File: src/rtl/mips_imem_encoder_if.sv
// Descriptor channel (producer -> encoder) and instruction-memory write channel
// (encoder -> memory) used by mips_imem_encoder.
interface mips_desc_if;
    logic        in_valid;
    logic        in_ready;
    logic        in_last;
    logic [1:0]  fmt;
    logic [5:0]  opcode;
    logic [5:0]  funct;
    logic [4:0]  rs;
    logic [4:0]  rt;
    logic [4:0]  rd;
    logic [4:0]  shamt;
    logic [15:0] imm;
    logic [25:0] target;

    modport master (
        output in_valid, in_last, fmt, opcode, funct, rs, rt, rd, shamt, imm, target,
        input  in_ready
    );
    modport slave (
        input  in_valid, in_last, fmt, opcode, funct, rs, rt, rd, shamt, imm, target,
        output in_ready
    );
endinterface

interface mips_imem_wr_if;
    logic        mem_we;
    logic        mem_ready;
    logic [31:0] mem_addr;
    logic [31:0] mem_data;

    modport master (
        output mem_we, mem_addr, mem_data,
        input  mem_ready
    );
    modport slave (
        input  mem_we, mem_addr, mem_data,
        output mem_ready
    );
endinterface

File: src/rtl/mips_imem_encoder.sv
// Packs MIPS R/I/J instruction descriptors into 32-bit words, buffers them in a
// small FIFO and writes them to instruction memory at sequential word addresses.
module mips_imem_encoder #(
    parameter logic [31:0] BASE  = 32'h0040_0000,
    parameter int          DEPTH = 4
) (
    input  logic            clk,
    input  logic            reset,
    input  logic            start,
    mips_desc_if.slave      desc,
    mips_imem_wr_if.master  wr,
    output logic            done,
    output logic            err,
    output logic [15:0]     count
);

    localparam int AW = $clog2(DEPTH);

    typedef enum logic [1:0] {
        IDLE = 2'd0,
        LOAD = 2'd1,
        DONE = 2'd2
    } state_t;

    state_t      state, state_nxt;
    logic [31:0] fifo_mem [DEPTH];
    logic [AW:0] wr_ptr, rd_ptr;
    logic [31:0] addr;
    logic        last_seen;
    logic [31:0] enc_word;
    logic        fifo_empty, fifo_full;
    logic        accept, push, fire;

    // Extra pointer bit distinguishes full from empty when the indices match.
    assign fifo_empty = (wr_ptr == rd_ptr);
    assign fifo_full  = (wr_ptr[AW] != rd_ptr[AW]) && (wr_ptr[AW-1:0] == rd_ptr[AW-1:0]);

    assign desc.in_ready = (state == LOAD) && !fifo_full && !last_seen && !start;
    assign accept        = desc.in_valid && desc.in_ready;
    assign push          = accept && (desc.fmt != 2'd3);

    assign wr.mem_we   = (state == LOAD) && !fifo_empty;
    assign wr.mem_data = fifo_empty ? 32'd0 : fifo_mem[rd_ptr[AW-1:0]];
    assign wr.mem_addr = addr;
    assign fire        = wr.mem_we && wr.mem_ready;

    // Done is visible as soon as the session has drained, one cycle ahead of the DONE state.
    assign done = (state == DONE) || ((state == LOAD) && last_seen && fifo_empty);

    always_comb begin
        enc_word = 32'd0;
        unique case (desc.fmt)
            2'd0:    enc_word = {desc.opcode, desc.rs, desc.rt, desc.rd, desc.shamt, desc.funct};
            2'd1:    enc_word = {desc.opcode, desc.rs, desc.rt, desc.imm};
            2'd2:    enc_word = {desc.opcode, desc.target};
            default: enc_word = 32'd0;
        endcase
    end

    // NOTE: every variable assigned in always_comb gets a default first so no latch is inferred.
    always_comb begin
        state_nxt = state;
        if (start)
            state_nxt = LOAD;
        else if ((state == LOAD) && last_seen && fifo_empty && !fire)
            state_nxt = DONE;
    end

    // NOTE: sequential state uses non-blocking assignments only.
    always_ff @(posedge clk or posedge reset) begin
        if (reset)
            state <= IDLE;
        else
            state <= state_nxt;
    end

    always_ff @(posedge clk or posedge reset) begin
        if (reset) begin
            wr_ptr    <= '0;
            rd_ptr    <= '0;
            addr      <= BASE;
            count     <= 16'd0;
            err       <= 1'b0;
            last_seen <= 1'b0;
        end else if (start) begin
            // Flush wins over any write firing in the same cycle.
            wr_ptr    <= '0;
            rd_ptr    <= '0;
            addr      <= BASE;
            count     <= 16'd0;
            err       <= 1'b0;
            last_seen <= 1'b0;
        end else begin
            if (push)
                wr_ptr <= wr_ptr + 1'b1;
            if (fire) begin
                rd_ptr <= rd_ptr + 1'b1;
                addr   <= addr + 32'd4;
                if (count != 16'hFFFF)
                    count <= count + 16'd1;
            end
            if (accept) begin
                if (desc.fmt == 2'd3)
                    err <= 1'b1;
                if (desc.in_last)
                    last_seen <= 1'b1;
            end
        end
    end

    // NOTE: FIFO storage is not reset; the pointers alone define which entries are valid.
    always_ff @(posedge clk) begin
        if (push)
            fifo_mem[wr_ptr[AW-1:0]] <= enc_word;
    end

endmodule

File: src/flat_wrapper.sv
// flat-port wrapper written by rule: the top's interface ports become plain ports
module mips_imem_encoder_flat 
#(
    parameter logic [31:0] BASE  = 32'h0040_0000,
    parameter int          DEPTH = 4
)
  (clk, reset, start, done, err, count, desc_in_valid, desc_in_last, desc_fmt, desc_opcode, desc_funct, desc_rs, desc_rt, desc_rd, desc_shamt, desc_imm, desc_target, desc_in_ready, wr_mem_we, wr_mem_addr, wr_mem_data, wr_mem_ready);
  mips_desc_if desc_i ();
  mips_imem_wr_if wr_i ();
  input  logic clk;
  input  logic reset;
  input  logic start;
  output logic done;
  output logic err;
  output logic [15:0] count;
  input wire logic [$bits(desc_i.in_valid)-1:0] desc_in_valid;
  input wire logic [$bits(desc_i.in_last)-1:0] desc_in_last;
  input wire logic [$bits(desc_i.fmt)-1:0] desc_fmt;
  input wire logic [$bits(desc_i.opcode)-1:0] desc_opcode;
  input wire logic [$bits(desc_i.funct)-1:0] desc_funct;
  input wire logic [$bits(desc_i.rs)-1:0] desc_rs;
  input wire logic [$bits(desc_i.rt)-1:0] desc_rt;
  input wire logic [$bits(desc_i.rd)-1:0] desc_rd;
  input wire logic [$bits(desc_i.shamt)-1:0] desc_shamt;
  input wire logic [$bits(desc_i.imm)-1:0] desc_imm;
  input wire logic [$bits(desc_i.target)-1:0] desc_target;
  output wire logic [$bits(desc_i.in_ready)-1:0] desc_in_ready;
  output wire logic [$bits(wr_i.mem_we)-1:0] wr_mem_we;
  output wire logic [$bits(wr_i.mem_addr)-1:0] wr_mem_addr;
  output wire logic [$bits(wr_i.mem_data)-1:0] wr_mem_data;
  input wire logic [$bits(wr_i.mem_ready)-1:0] wr_mem_ready;
  assign desc_i.in_valid = desc_in_valid;
  assign desc_i.in_last = desc_in_last;
  assign desc_i.fmt = desc_fmt;
  assign desc_i.opcode = desc_opcode;
  assign desc_i.funct = desc_funct;
  assign desc_i.rs = desc_rs;
  assign desc_i.rt = desc_rt;
  assign desc_i.rd = desc_rd;
  assign desc_i.shamt = desc_shamt;
  assign desc_i.imm = desc_imm;
  assign desc_i.target = desc_target;
  assign desc_in_ready = desc_i.in_ready;
  assign wr_mem_we = wr_i.mem_we;
  assign wr_mem_addr = wr_i.mem_addr;
  assign wr_mem_data = wr_i.mem_data;
  assign wr_i.mem_ready = wr_mem_ready;
  mips_imem_encoder #(.BASE(BASE), .DEPTH(DEPTH)) u_core (.clk(clk), .reset(reset), .start(start), .desc(desc_i), .wr(wr_i), .done(done), .err(err), .count(count));
endmodule
File: config.mk
export PLATFORM = sky130hd
export DESIGN_NAME = mips_imem_encoder_flat
export DESIGN_NICKNAME = d
export VERILOG_FILES = /design/src/rtl/mips_imem_encoder_if.sv /design/src/rtl/mips_imem_encoder.sv /design/src/flat_wrapper.sv
export SDC_FILE = /design/constraint.sdc
export NUM_CORES = 1
export LEC_CHECK = 0
export ABC_AREA = 1
export BUFFER_PORTS_ARGS = -buffer_cell sky130_fd_sc_hd__buf_4
export CELL_PAD_IN_SITES_DETAIL_PLACEMENT = 1
export CELL_PAD_IN_SITES_GLOBAL_PLACEMENT = 1
export CORE_MARGIN = 2
export CORE_UTILIZATION = 39
export DETAILED_ROUTE_END_ITERATION = 10
export PLACE_DENSITY = 0.74
export SYNTH_ARGS = -nofsm -noshare
export SYNTH_HDL_FRONTEND = slang
export SYNTH_SLANG_ARGS = --single-unit
File: constraint.sdc
create_clock -name clk -period 5.2 [get_ports clk]
set_clock_uncertainty 0.1 [all_clocks]
set_input_delay 1.04 -clock clk [delete_from_list [all_inputs] [get_ports clk]]
set_output_delay 1.04 -clock clk [all_outputs]
set_load 0.02 [all_outputs]
==> impl_metrics.ini <==
[power_and_ir_drop]
irDropWorstVdd_v = 0.000177
power_density_nw_per_um2 = 318
p_total_uw = 3600
p_leak_uw = 0.00497

[clock_network]
clk_path_buf_depth = 2
root_buffer = clkbuf_16
cts_made_buffers = 17
cts_setup_buffers = 0
insertion_delay_ps = 440
cts_tree = yes
postCtsHoldBufs = 0
cts_htree_levels = 4
clkSlewWorstSetupHoldPaths_ps = 80
cts_resized = 0
clock_sinks = 184

[sta]
rsz0062_at_grt = false
final_hold_viol_count = 0
slew_viol_final = 0
period_needed_ps = 3730
finalCritPeriodShare = 0.718
worstMarginPinSlew_ps = 1010
setup_tns_ps = 0
max_freq_mhz = 268
maxSlewHeadroom = 0.325
setup_viol = 0

[logic_synthesis]
synth_top_area_share = 0.420
yosysSeqAreaShare = 0.573
synth_area_um2 = 9160
yosys_register_bits = 184
syn_area_per_cell_um2 = 8.77
synthFlopType = edfxtp_1
yosys-top-cells-area = edfxtp_1, dfrtp_1, nand2_1
yosys.area.top_type = edfxtp_1
syn-instance-count = 1044
yosysWarnings = 0
synth-edff-count = 128
async_reset_ff_frac = 0.304
ys_types = 34

[setup_path]
reg2reg_to = u_core.fifo_mem[1][7]
crit_fanout = 35
arrival_ps = 2590
rrSetupSlack_ps = 2340
r2r_cells = 7
cp_data_required_time_ps = 4060
timing.rr.start = u_core.rd_ptr[1]
crit_type = reg -> out
cp-start-kind = flip-flop
timing.critical_path.to_type = output pin

[run_status]
status = complete, no violations

[route]
drtPass1Iterations = 4
wirelength_um = 26300
wl_per_cell_um = 17.3
vias = 7814
ant_nets = 0
post-route-drc-count = 0
viasPerCell = 5.13
first_iter_violations = 426

[floorplanning]
start_util = 0.394
dieHeight_um = 157
coreArea_um2 = 23300
dieArea_um2 = 24700
die_x_um = 157
rows = 56
ioPinCount = 166

[finish]
areaGrowthSynthToFinish_pct = 23.5
multi_input_area_um2 = 3250
nets = 1279
postLayoutCellArea_um2 = 11300
layout-drive-gt1-share = 0.197
fill_cells = 2761
ff_latch_area_um2 = 5250
antenna_cells = 0
fin_util = 0.486

[placed_design]
dpl_cell_area_um2 = 10700
numPortBuffers = 163
hpwl_um = 17900
routabilityCongestion = 0.801

[grt]
grt_pass1_vias = 8195
grt_use_total = 0.220
antenna_found_initial = 2
grt_overflow_total = 0
grt_pass1_wl_um = 42200
grt_max_degree = 67

[run]
maxCapViolations = 0

[worst_hold_path]
whs_endpoint = u_core.state[0]
min_from = u_core.state[0]
hold_depth = 2
hp-class = reg -> reg
==> layer usage <==
| metal | vias up | share of wire | track usage |
|---|---|---|---|
| li1 | 3747 | - | - |
| met1 | 3840 | 0.43 | 0.267 |
| met2 | 182 | 0.51 | 0.392 |
| met3 | 41 | 0.042 | 0.0410 |
| met4 | 4 | 0.019 | 0.0792 |
| met5 | - | 0.0010 | 0 |
==> worst max-delay path by stage <==
stage                           startpoint               endpoint  slack (ps)
after detailed placement             start  u_core.fifo_mem[1][5]        1800
after CTS                 u_core.rd_ptr[1]                   done        1390
after global placement    u_core.rd_ptr[1]                   done        1940
after global routing      u_core.rd_ptr[1]                   done        1280
after floorplan                      start  u_core.fifo_mem[0][0]        1570
final                     u_core.rd_ptr[1]                   done        1470
==> flip-flops by register name, indices dropped and copies added, names as in the netlist <==
signal	flops
u_core.count	16
u_core.err	1
u_core.fifo_mem	128
u_core.last_seen	1
u_core.rd_ptr	3
u_core.state	2
u_core.wr.mem_addr	30
u_core.wr_ptr	3
==> critical path, stage by stage (launching register included) <==
cell	delay [ps]
dfrtp_1	390
inv_2	420
nand2_1	140
nand2_2	110
nand3_4	400
nor2_1	220
nand2_1	120
o21ai_0	140
buf_4	200
==> Yosys cell counts (2+ instances only) <==
| library cell | instances |
|---|---|
| a21oi_1 | 3 |
| buf_1 | 2 |
| buf_2 | 6 |
| buf_4 | 4 |
| buf_6 | 2 |
| clkbuf_1 | 32 |
| dfrtp_1 | 55 |
| edfxtp_1 | 128 |
| ha_1 | 7 |
| inv_1 | 121 |
| inv_2 | 3 |
| nand2_1 | 264 |
| nand2_2 | 3 |
| nand2_4 | 2 |
| nand3_1 | 62 |
| nand3_4 | 2 |
| nand4_1 | 23 |
| nor2_1 | 144 |
| nor2_2 | 3 |
| nor3_1 | 5 |
| o211ai_1 | 16 |
| o21ai_0 | 88 |
| o21ai_1 | 6 |
| o21ai_2 | 6 |
| o21bai_1 | 2 |
| o22ai_1 | 32 |
| or2_2 | 5 |
| xor2_1 | 12 |
==> power breakdown <==
group	internal (uW)	switching, uW
Combinational	194	395
Sequential	1610	18.6
Clock	680	699
==> cell usage in the layout, fill, tap and decap left out, types with 12 or more instances in the layout <==
cell       instances
edfxtp_1         128
dfrtp_1           54
o22ai_1           32
inv_1            119
nand4_1           23
clkbuf_16         17
xor2_1            12
nor2_1           140
o21ai_0           88
o211ai_1          16
nand2_1          264
buf_4            171
nand3_1           62
==> metrics by stage <==
step	hold slack (ps)	std cells	setup WS, ps
after CTS	410	1522	1390
final	403	1522	1470
after global routing	435	1522	1280
after global placement	369	1490	1940
after detailed placement	374	1490	1800
after floorplan	359	1045	1570
==> logic make-up (layout without fill, tap and decap cells) <==
group / after synthesis / in the layout / synth area share
and+or+nand+nor: 515 / 515 / 0.235
DFF: 184 / 184 / 0.573
buffers and inverters: 171 / 329 / 0.0742
AOI/OAI and AO/OA: 153 / 153 / 0.0954
xor gates and xnor gates: 13 / 13 / 0.0124
adders and majority gates: 7 / 7 / 0.00956
other: 1 / 2 / 0.000409
==> cell type report <==
cell class / instances / area share
clock buffer: 17 / 0.0376
clock inverter: 15 / 0.0197
inverter: 125 / 0.0415
multi-input combinational: 690 / 0.287
sequential: 184 / 0.464
tap: 319 / 0.0353
timing repair buffer: 172 / 0.115
(Power assumes the default switching activity.)
